<file path="config.mk">
export PLATFORM = sky130hd
export DESIGN_NAME = xpmwrap_tdpram_arb_flat
export DESIGN_NICKNAME = d
export VERILOG_FILES = /design/src/rtl/xpmwrap_pkg.sv /design/src/rtl/xpmwrap_tdpram_arb_if.sv /design/src/rtl/xpmwrap_sync_fifo.sv /design/src/rtl/xpmwrap_tdpram_arb.sv /design/src/flat_wrapper.sv
export SDC_FILE = /design/constraint.sdc
export NUM_CORES = 1
export LEC_CHECK = 0
export ABC_AREA = 1
export CORE_ASPECT_RATIO = 1.1
export CORE_UTILIZATION = 49
export CTS_CLUSTER_SIZE = 25
export DETAILED_ROUTE_END_ITERATION = 7
export HOLD_SLACK_MARGIN = 0.02
export PLACE_DENSITY_LB_ADDON = 0.15
export RECOVER_POWER = 50
export SLEW_MARGIN = 10
export SYNTH_ARGS = -nofsm -noshare
export SYNTH_HDL_FRONTEND = slang
export SYNTH_SLANG_ARGS = --single-unit
</file>
<file path="constraint.sdc">
create_clock -name clk -period 5.4 [get_ports clk]
set_input_delay 1.08 -clock clk [delete_from_list [all_inputs] [get_ports clk]]
set_output_delay 1.08 -clock clk [all_outputs]
set_load 0.1 [all_outputs]
</file>
<file path="src/rtl/xpmwrap_pkg.sv">
// Shared constants and the read-response record for the TDP RAM arbiter.
package xpmwrap_pkg;

    // Port A read latency of the attached RAM (address stage + output register)
    localparam int RAM_RD_LATENCY = 2;

    // Response record is sized for the largest supported configuration
    // (8 requesters, 64-bit words); users zero-extend into it and slice out.
    localparam int RSP_ID_W   = 3;
    localparam int RSP_DATA_W = 64;

    typedef struct packed {
        logic [RSP_ID_W-1:0]   id;
        logic [RSP_DATA_W-1:0] data;
    } rsp_t;

endpackage

</file>
<file path="src/rtl/xpmwrap_tdpram_arb_if.sv">
// Requester and read-response bus between clients and the TDP RAM arbiter.
interface xpmwrap_tdpram_arb_if #(
    parameter int NUM_REQ    = 4,
    parameter int ADDR_WIDTH = 6,
    parameter int DATA_WIDTH = 32
);
    localparam int ID_W = $clog2(NUM_REQ);

    logic [NUM_REQ-1:0]            req_valid;
    logic [NUM_REQ-1:0]            req_ready;
    logic [NUM_REQ-1:0]            req_we;
    logic [NUM_REQ*ADDR_WIDTH-1:0] req_addr;
    logic [NUM_REQ*DATA_WIDTH-1:0] req_wdata;
    logic                          rsp_valid;
    logic                          rsp_ready;
    logic [ID_W-1:0]               rsp_id;
    logic [DATA_WIDTH-1:0]         rsp_rdata;

    modport master (
        output req_valid, req_we, req_addr, req_wdata, rsp_ready,
        input  req_ready, rsp_valid, rsp_id, rsp_rdata
    );

    modport slave (
        input  req_valid, req_we, req_addr, req_wdata, rsp_ready,
        output req_ready, rsp_valid, rsp_id, rsp_rdata
    );

endinterface

</file>
<file path="src/rtl/xpmwrap_sync_fifo.sv">
// Synchronous response FIFO with a registered head entry and occupancy count.
module xpmwrap_sync_fifo
    import xpmwrap_pkg::*;
#(
    parameter int DEPTH = 4
) (
    input  logic                   clk,
    input  logic                   rst,
    input  logic                   push_i,
    input  rsp_t                   din_i,
    input  logic                   pop_i,
    output logic                   valid_o,
    output rsp_t                   dout_o,
    output logic [$clog2(DEPTH):0] count_o
);
    localparam int PW = $clog2(DEPTH);

    rsp_t          mem_q [DEPTH];
    logic [PW-1:0] wptr_q, wptr_d, rptr_q, rptr_d;
    logic [PW:0]   count_q, count_d;
    logic          valid_q, valid_d;
    rsp_t          head_q, head_d;
    logic          do_push, do_pop;

    // A full FIFO still accepts a push when the head leaves in the same cycle
    assign do_pop  = pop_i && valid_q;
    assign do_push = push_i && ((count_q < (PW+1)'(DEPTH)) || do_pop);

    // Next pointers, count and head entry; a push into an otherwise empty FIFO bypasses to the head
    always_comb begin
        wptr_d  = wptr_q + PW'(do_push);
        rptr_d  = rptr_q + PW'(do_pop);
        count_d = count_q + (PW+1)'(do_push) - (PW+1)'(do_pop);
        valid_d = (count_d != '0);
        head_d  = head_q;
        if (do_push && ((count_q - (PW+1)'(do_pop)) == '0)) begin
            head_d = din_i;
        end else if (valid_d) begin
            head_d = mem_q[rptr_d];
        end
    end

    // Storage array, written at the tail
    always_ff @(posedge clk) begin
        if (do_push) begin
            mem_q[wptr_q] <= din_i;
        end
    end

    // Control state and head register; head clears so outputs read zero after reset
    always_ff @(posedge clk) begin
        if (rst) begin
            wptr_q  <= '0;
            rptr_q  <= '0;
            count_q <= '0;
            valid_q <= 1'b0;
            head_q  <= '0;
        end else begin
            wptr_q  <= wptr_d;
            rptr_q  <= rptr_d;
            count_q <= count_d;
            valid_q <= valid_d;
            head_q  <= head_d;
        end
    end

    assign valid_o = valid_q;
    assign dout_o  = head_q;
    assign count_o = count_q;

endmodule

</file>
<file path="src/rtl/xpmwrap_tdpram_arb.sv">
// Round-robin arbiter sharing RAM port A among NUM_REQ requesters; reads are
// credit-limited so their responses always fit in the response FIFO.
module xpmwrap_tdpram_arb
    import xpmwrap_pkg::*;
#(
    parameter int NUM_REQ    = 4,
    parameter int ADDR_WIDTH = 6,
    parameter int DATA_WIDTH = 32,
    parameter int RSP_DEPTH  = 4
) (
    input  logic                  clk,
    input  logic                  rst,
    xpmwrap_tdpram_arb_if.slave   bus,
    output logic                  ram_en,
    output logic                  ram_we,
    output logic                  ram_regce,
    output logic                  ram_rst,
    output logic [ADDR_WIDTH-1:0] ram_addr,
    output logic [DATA_WIDTH-1:0] ram_din,
    input  logic [DATA_WIDTH-1:0] ram_dout
);
    localparam int ID_W  = $clog2(NUM_REQ);
    localparam int CNT_W = $clog2(RSP_DEPTH) + 1;
    localparam int TAG_N = RAM_RD_LATENCY + 1;

    function automatic logic [ID_W-1:0] rr_index(input logic [ID_W-1:0] base, input int off);
        int s;
        s = int'(base) + off;
        if (s >= NUM_REQ) s = s - NUM_REQ;
        return ID_W'(s);
    endfunction

    logic [NUM_REQ-1:0]    eligible;
    logic                  grant_vld, accept, acc_read, credit_ok;
    logic [ID_W-1:0]       grant_idx, ptr_q, ptr_d;
    logic [CNT_W-1:0]      fifo_count, inflight_q, inflight_d;
    logic [CNT_W:0]        credit_sum;
    logic                  ram_en_q, ram_we_q;
    logic [ADDR_WIDTH-1:0] ram_addr_q;
    logic [DATA_WIDTH-1:0] ram_din_q;
    logic [TAG_N-1:0]      tag_vld_q;
    logic [ID_W-1:0]       tag_id_q [TAG_N];
    logic                  fifo_valid, fifo_push, fifo_pop;
    rsp_t                  push_rsp, head_rsp;
    logic                  unused_head;

    // A read may only start if its response has a guaranteed FIFO slot
    assign credit_sum = {1'b0, fifo_count} + {1'b0, inflight_q};
    assign credit_ok  = credit_sum < (CNT_W+1)'(RSP_DEPTH);
    assign eligible   = bus.req_valid & (bus.req_we | {NUM_REQ{credit_ok}});

    // First eligible requester at or after the priority pointer wins
    always_comb begin
        grant_vld = 1'b0;
        grant_idx = '0;
        for (int i = 0; i < NUM_REQ; i++) begin
            if (!grant_vld && eligible[rr_index(ptr_q, i)]) begin
                grant_vld = 1'b1;
                grant_idx = rr_index(ptr_q, i);
            end
        end
    end

    assign accept   = grant_vld && !rst;
    assign acc_read = accept && !bus.req_we[grant_idx];
    assign ptr_d    = (int'(grant_idx) == NUM_REQ - 1) ? '0 : grant_idx + ID_W'(1);

    // One-hot ready toward the granted requester only
    always_comb begin
        bus.req_ready = '0;
        if (accept) bus.req_ready[grant_idx] = 1'b1;
    end

    // Issue strobes and priority pointer
    always_ff @(posedge clk) begin
        if (rst) begin
            ram_en_q <= 1'b0;
            ram_we_q <= 1'b0;
            ptr_q    <= '0;
        end else begin
            ram_en_q <= accept;
            ram_we_q <= accept && bus.req_we[grant_idx];
            if (accept) ptr_q <= ptr_d;
        end
    end

    // Address and write data of the granted requester, qualified by ram_en
    always_ff @(posedge clk) begin
        ram_addr_q <= bus.req_addr[grant_idx*ADDR_WIDTH +: ADDR_WIDTH];
        ram_din_q  <= bus.req_wdata[grant_idx*DATA_WIDTH +: DATA_WIDTH];
    end

    // Read tags follow the RAM pipeline so data and requester id meet at the FIFO
    always_ff @(posedge clk) begin
        if (rst) tag_vld_q <= '0;
        else     tag_vld_q <= {tag_vld_q[TAG_N-2:0], acc_read};
    end

    // Requester ids shadowing the tag valid bits
    always_ff @(posedge clk) begin
        tag_id_q[0] <= grant_idx;
        for (int i = 1; i < TAG_N; i++) tag_id_q[i] <= tag_id_q[i-1];
    end

    assign fifo_push = tag_vld_q[RAM_RD_LATENCY];
    assign fifo_pop  = bus.rsp_valid && bus.rsp_ready;

    // Reads issued but not yet landed in the FIFO
    always_comb begin
        inflight_d = inflight_q;
        if (acc_read && !fifo_push)      inflight_d = inflight_q + CNT_W'(1);
        else if (!acc_read && fifo_push) inflight_d = inflight_q - CNT_W'(1);
    end

    // In-flight read counter
    always_ff @(posedge clk) begin
        if (rst) inflight_q <= '0;
        else     inflight_q <= inflight_d;
    end

    // Returning RAM word paired with its requester id
    always_comb begin
        push_rsp      = '0;
        push_rsp.id   = RSP_ID_W'(tag_id_q[RAM_RD_LATENCY]);
        push_rsp.data = RSP_DATA_W'(ram_dout);
    end

    xpmwrap_sync_fifo #(
        .DEPTH (RSP_DEPTH)
    ) u_rsp_fifo (
        .clk     (clk),
        .rst     (rst),
        .push_i  (fifo_push),
        .din_i   (push_rsp),
        .pop_i   (fifo_pop),
        .valid_o (fifo_valid),
        .dout_o  (head_rsp),
        .count_o (fifo_count)
    );

    // Record fields beyond this configuration's widths are padding
    assign unused_head = ^head_rsp;

    assign bus.rsp_valid = fifo_valid && !rst;
    assign bus.rsp_id    = head_rsp.id[ID_W-1:0];
    assign bus.rsp_rdata = head_rsp.data[DATA_WIDTH-1:0];

    assign ram_en    = ram_en_q && !rst;
    assign ram_we    = ram_we_q && !rst;
    assign ram_regce = tag_vld_q[RAM_RD_LATENCY-1] && !rst;
    assign ram_rst   = rst;
    assign ram_addr  = ram_addr_q;
    assign ram_din   = ram_din_q;

endmodule

</file>
<file path="src/flat_wrapper.sv">
// flat-port wrapper written by rule: the top's interface ports become plain ports
module xpmwrap_tdpram_arb_flat import xpmwrap_pkg::*;
#(
    parameter int NUM_REQ    = 4,
    parameter int ADDR_WIDTH = 6,
    parameter int DATA_WIDTH = 32,
    parameter int RSP_DEPTH  = 4
)
  (clk, rst, ram_en, ram_we, ram_regce, ram_rst, ram_addr, ram_din, ram_dout, bus_req_valid, bus_req_we, bus_req_addr, bus_req_wdata, bus_rsp_ready, bus_req_ready, bus_rsp_valid, bus_rsp_id, bus_rsp_rdata);
  xpmwrap_tdpram_arb_if #(.NUM_REQ(NUM_REQ), .ADDR_WIDTH(ADDR_WIDTH), .DATA_WIDTH(DATA_WIDTH)) bus_i ();
  input  logic clk;
  input  logic rst;
  output logic ram_en;
  output logic ram_we;
  output logic ram_regce;
  output logic ram_rst;
  output logic [ADDR_WIDTH-1:0] ram_addr;
  output logic [DATA_WIDTH-1:0] ram_din;
  input  logic [DATA_WIDTH-1:0] ram_dout;
  input wire logic [$bits(bus_i.req_valid)-1:0] bus_req_valid;
  input wire logic [$bits(bus_i.req_we)-1:0] bus_req_we;
  input wire logic [$bits(bus_i.req_addr)-1:0] bus_req_addr;
  input wire logic [$bits(bus_i.req_wdata)-1:0] bus_req_wdata;
  input wire logic [$bits(bus_i.rsp_ready)-1:0] bus_rsp_ready;
  output wire logic [$bits(bus_i.req_ready)-1:0] bus_req_ready;
  output wire logic [$bits(bus_i.rsp_valid)-1:0] bus_rsp_valid;
  output wire logic [$bits(bus_i.rsp_id)-1:0] bus_rsp_id;
  output wire logic [$bits(bus_i.rsp_rdata)-1:0] bus_rsp_rdata;
  assign bus_i.req_valid = bus_req_valid;
  assign bus_i.req_we = bus_req_we;
  assign bus_i.req_addr = bus_req_addr;
  assign bus_i.req_wdata = bus_req_wdata;
  assign bus_i.rsp_ready = bus_rsp_ready;
  assign bus_req_ready = bus_i.req_ready;
  assign bus_rsp_valid = bus_i.rsp_valid;
  assign bus_rsp_id = bus_i.rsp_id;
  assign bus_rsp_rdata = bus_i.rsp_rdata;
  xpmwrap_tdpram_arb #(.NUM_REQ(NUM_REQ), .ADDR_WIDTH(ADDR_WIDTH), .DATA_WIDTH(DATA_WIDTH), .RSP_DEPTH(RSP_DEPTH)) u_core (.clk(clk), .rst(rst), .bus(bus_i), .ram_en(ram_en), .ram_we(ram_we), .ram_regce(ram_regce), .ram_rst(ram_rst), .ram_addr(ram_addr), .ram_din(ram_din), .ram_dout(ram_dout));
endmodule
</file>
==> insert_results.sql <==
INSERT INTO impl_metrics (metric_group, metric, value, unit) VALUES
('outcome', 'outcome', 'finished with violations', ''),
('outcome', 'violations', 'capacitance limit, slew limit', ''),
('cts', 'cts_setup_buffers', '0', ''),
('grt', 'grt_util_all_layers', '25.4', '%'),
('grt', 'antenna_found_initial', '1', ''),
('yosys', 'netlist-cell-type-count', '34', ''),
('sta', 'finalSetupViolCount', '0', ''),
('sta', 'finalWorstSetupSlack', '614', 'ps'),
('die', 'rows', '54', ''),
('worst_setup_path', 'critical_path_cell_count', '17', ''),
('worst_setup_path', 'critPathKind', 'reg -> out', ''),
('grt', 'grt_pass1_vias', '8328', ''),
('cells_and_area', 'syn2layout_area_growth', '36.3', '%'),
('yosys', 'synth_seq_cells', '232', ''),
('cells_and_area', 'final-seq-area', '6010', 'um^2'),
('worst_setup_path', 'critical_path.reg2reg.endpoint', 'u_core.inflight_q[2]$_SDFFE_PP0P_', ''),
('drt', 'length_of_the_first_detailed_routing_pass_in_iterations', '5', ''),
('cells_and_area', 'fillerInstances', '1551', ''),
('yosys', 'synthesis.area', '10200', 'um^2'),
('cells_and_area', 'nNetsFinal', '1559', ''),
('cts', 'ctsHtreeMaxLevel', '1', ''),
('sta', 'final.setup_skew', '11.3', 'ps'),
('drt', 'drcViolationCount', '0', ''),
('yosys', 'synth.yosys.seq_area_share', '59.1', '%'),
('die', 'initial_core_util', '50.6', '%'),
('power_and_ir_drop', 'ir_worst_vdd', '0.485', 'mV'),
('min_path', 'timing.hold.worst_path_depth', '0', ''),
('cts', 'tritoncts.num_buffers', '24', ''),
('sta', 'post-route-min-period', '4790', 'ps'),
('placement', 'pre_cts_slack', '839', 'ps'),
('sta', 'setup_repair_after_global_routing_missed_its_margin', 'false', ''),
('grt', 'grt_pass1_wl', '42400', 'um'),
('worst_setup_path', 'r2r_start', 'u_core.u_rsp_fifo.count_o[2]$_SDFF_PP0_', ''),
('cts', 'numClockSinks', '232', ''),
('yosys', 'avgSynthCellArea', '9.29', 'um^2'),
('die', 'placeableCoreArea', '20100', 'um^2'),
('min_path', 'min_from', 'u_core.tag_id_q[0][3]$_DFF_P_', ''),
('die', 'boundaryPins', '276', ''),
('drt', 'via_per_inst', '5.18', ''),
('cts', 'cts.clk_slew.worst_paths', '60', 'ps'),
('yosys', 'post_synth_inst_count', '1094', ''),
('placement', 'placer_congestion', '0.913', ''),
('drt', 'wl_per_cell', '16.6', 'um'),
('sta', 'max_slew.worst_pin.slew', '2350', 'ps'),
('worst_setup_path', 'worst-path-max-fanout', '24', ''),
('worst_setup_path', 'worst_setup_path_end_kind', 'output port', ''),
('worst_setup_path', 'ff2ff_path_depth', '24', ''),
('cts', 'root_buffer', 'sky130_fd_sc_hd__clkbuf_16', ''),
('min_path', 'hold_path_end', 'u_core.tag_id_q[0][5]$_DFF_P_', ''),
('power_and_ir_drop', 'power_per_unit_of_standard_cell_area', '686', 'nW/um^2'),
('drt', 'first_iter_violations', '333', ''),
('worst_setup_path', 'critical_path.max_stage_delay', '540', 'ps'),
('worst_setup_path', 'critical_path_required', '4320', 'ps'),
('cells_and_area', 'multiInputGateArea', '3570', 'um^2'),
('die', 'die_w', '139', 'um'),
('placement', 'place.port_buffers', '275', ''),
('sta', 'fmax', '209', 'MHz'),
('flow_run', 'max-cap-violations', '4', ''),
('worst_setup_path', 'worstPathArrival', '3710', 'ps'),
('die', 'chipHeight', '153', 'um'),
('cts', 'postCtsHoldBufs', '0', ''),
('worst_setup_path', 'crit_slowest_cell', 'sky130_fd_sc_hd__dfxtp_1', ''),
('cts', 'tritoncts', 'done', ''),
('drt', 'antenna_left', '0', ''),
('placement', 'post-place-cells', '1576', ''),
('sta', 'final_max_slew_viol_count', '141', ''),
('worst_setup_path', 'critical-path-top-delay-family', 'simple AND/OR/NAND/NOR gates', ''),
('sta', 'final-hold-violation-count', '0', ''),
('worst_setup_path', 'start_kind', 'register', ''),
('placement', 'detailed_place_hpwl', '17900', 'um'),
('worst_setup_path', 'critical_path.most_common_cell', 'sky130_fd_sc_hd__nand2_1', '');
-- layout make-up --
type | instances | area share, %
inverter | 79 | 2.14
antenna | 1 | 0.0181
tap | 252 | 2.28
clock inverter | 13 | 0.452
multi-input combinational | 717 | 25.8
sequential | 232 | 43.4
clock buffer | 31 | 4.68
timing repair buffer | 296 | 21.3
-- Yosys cell counts --
cell                       instances  area, um^2
sky130_fd_sc_hd__nand3_2           3        30.0
sky130_fd_sc_hd__nand4_1           3        18.8
sky130_fd_sc_hd__nand2_1         291        1090
sky130_fd_sc_hd__clkbuf_2          1        5.00
sky130_fd_sc_hd__clkinv_1          1        3.75
sky130_fd_sc_hd__inv_2             3        11.3
sky130_fd_sc_hd__ha_1             12         150
sky130_fd_sc_hd__o211ai_1          1        7.51
sky130_fd_sc_hd__nand4_2           1        12.5
sky130_fd_sc_hd__dfxtp_1          96        1920
sky130_fd_sc_hd__nand3_1          53         265
sky130_fd_sc_hd__o21ai_1          46         230
sky130_fd_sc_hd__edfxtp_1        136        4080
sky130_fd_sc_hd__nand3_4           1        17.5
sky130_fd_sc_hd__o21ai_0          71         355
sky130_fd_sc_hd__nor3_1            4        20.0
sky130_fd_sc_hd__a21oi_2           1        8.76
sky130_fd_sc_hd__buf_4             4        30.0
sky130_fd_sc_hd__xnor2_2           1        16.3
sky130_fd_sc_hd__clkbuf_1         30         113
sky130_fd_sc_hd__o221ai_1          2        17.5
sky130_fd_sc_hd__a211oi_1          1        7.51
sky130_fd_sc_hd__o21ai_2           1        8.76
sky130_fd_sc_hd__inv_1            75         282
sky130_fd_sc_hd__xnor2_1           4        35.0
sky130_fd_sc_hd__fa_1              2        40.0
sky130_fd_sc_hd__a21oi_1          45         225
sky130_fd_sc_hd__nor2_1          104         390
sky130_fd_sc_hd__buf_1             3        11.3
sky130_fd_sc_hd__mux2_2           32         360
sky130_fd_sc_hd__buf_2            26         130
sky130_fd_sc_hd__buf_6             2        22.5
sky130_fd_sc_hd__a31oi_1          34         213
sky130_fd_sc_hd__nand2_2           4        25.0
-- metal layers --
metal / GRT usage (%) / up-vias / part of all wire (%)
li1: - / 4182 / -
met1: 28.9 / 3879 / 39
met2: 46.2 / 288 / 51
met3: 5.76 / 51 / 7.2
met4: 9.47 / 0 / 3.0
met5: 0 / - / 0
-- worst max-delay path by stage --
stage / start / end / slack, ps
floorplan: rst / u_core.u_rsp_fifo.mem_q[0][0]$_DFFE_PP_ / -320
global placement: bus_req_we[3] / bus_req_ready[2] / 890
detailed placement: bus_req_we[3] / bus_req_ready[2] / 840
CTS: u_core.u_rsp_fifo.count_o[2]$_SDFF_PP0_ / bus_req_ready[2] / 760
global route: u_core.u_rsp_fifo.count_o[2]$_SDFF_PP0_ / bus_req_ready[2] / 290
finish: u_core.u_rsp_fifo.count_o[2]$_SDFF_PP0_ / bus_req_ready[2] / 610
-- worst reg2reg max path, cell delays in order (launching register included) --
cell and delay, ps:
sky130_fd_sc_hd__dfxtp_1 540, sky130_fd_sc_hd__ha_1 310, sky130_fd_sc_hd__nor2_1 120, sky130_fd_sc_hd__nand3_1 180, sky130_fd_sc_hd__nand2_1 140, sky130_fd_sc_hd__nand3_1 120
sky130_fd_sc_hd__nand2_1 160, sky130_fd_sc_hd__nand2_1 60, sky130_fd_sc_hd__nand2_1 80, sky130_fd_sc_hd__nand2_2 70, sky130_fd_sc_hd__nand3_1 70, sky130_fd_sc_hd__nand3_1 60
sky130_fd_sc_hd__nand2_1 290, sky130_fd_sc_hd__inv_2 170, sky130_fd_sc_hd__buf_4 250, sky130_fd_sc_hd__nand3_2 90, sky130_fd_sc_hd__nand2_1 70, sky130_fd_sc_hd__nor2_1 90
sky130_fd_sc_hd__ha_1 150, sky130_fd_sc_hd__inv_1 60, sky130_fd_sc_hd__fa_1 380, sky130_fd_sc_hd__a21oi_1 150, sky130_fd_sc_hd__o21ai_0 120, sky130_fd_sc_hd__o21ai_0 150
sky130_fd_sc_hd__a21oi_1 50
-- cells in the final DEF (no fill, tap or decap), types with 6 or more instances in the layout --
| cell | Yosys | routed |
|---|---|---|
| sky130_fd_sc_hd__buf_4 | 4 | 19 |
| sky130_fd_sc_hd__buf_12 | 0 | 6 |
| sky130_fd_sc_hd__ha_1 | 12 | 11 |
| sky130_fd_sc_hd__nand3_1 | 53 | 54 |
| sky130_fd_sc_hd__nor2_1 | 104 | 104 |
| sky130_fd_sc_hd__edfxtp_1 | 136 | 136 |
| sky130_fd_sc_hd__clkdlybuf4s50_1 | 0 | 233 |
| sky130_fd_sc_hd__o21ai_1 | 46 | 46 |
| sky130_fd_sc_hd__nand2_1 | 291 | 292 |
| sky130_fd_sc_hd__dfxtp_1 | 96 | 96 |
| sky130_fd_sc_hd__a31oi_1 | 34 | 34 |
| sky130_fd_sc_hd__clkbuf_16 | 0 | 25 |
| sky130_fd_sc_hd__o21ai_0 | 71 | 71 |
| sky130_fd_sc_hd__clkbuf_1 | 30 | 11 |
| sky130_fd_sc_hd__mux2_2 | 32 | 32 |
| sky130_fd_sc_hd__a21oi_1 | 45 | 44 |
| sky130_fd_sc_hd__clkinv_1 | 1 | 6 |
| sky130_fd_sc_hd__dlygate4sd3_1 | 0 | 33 |
| sky130_fd_sc_hd__inv_1 | 75 | 75 |
-- through the flow --
| step | power (mW) | hold WS [ps] | area, um^2 | utilization (%) |
|---|---|---|---|---|
| 2_1_floorplan | 6.67 | 310 | 10200 | - |
| 3_3_place_gp | 7.97 | 313 | 13200 | 65.7 |
| 3_5_place_dp | 8.06 | 312 | 13200 | 65.7 |
| 4_1_cts | 9.56 | 327 | 13900 | 69.2 |
| 5_1_grt | 10.1 | 338 | 13800 | 69.0 |
| 6_report | 9.50 | 326 | 13800 | 69.0 |
-- registers in the layout (all words and copies together) (netlist names) --
register,count
u_core.u_rsp_fifo.valid_o,1
u_core.ram_din,32
u_core.u_rsp_fifo.wptr_q,2
u_core.u_rsp_fifo.count_o,3
u_core.tag_vld_q,3
u_core.inflight_q,3
u_core.u_rsp_fifo.rptr_q,2
u_core.ram_we_q,1
u_core.ram_en_q,1
u_core.u_rsp_fifo.mem_q,136
u_core.ptr_q,2
u_core.ram_addr,6
u_core.tag_id_q,6
u_core.u_rsp_fifo.dout_o,34
-- cell families after synthesis --
| logic type | after synthesis | synth area share, % |
|---|---|---|
| simple gates | 464 | 18.4 |
| flops | 232 | 59.1 |
| buf+inv | 145 | 5.98 |
| compound gates | 202 | 10.6 |
| fa+ha+maj | 14 | 1.87 |
| mux | 32 | 3.55 |
| xor+xnor | 5 | 0.505 |
-- power by group --
part,internal [mW],switching [mW]
combinational,1.51,4.09
sequential,2.26,0.149
clock,0.844,0.652
total,4.61,4.89
Power figures use the tool's default switching activity.
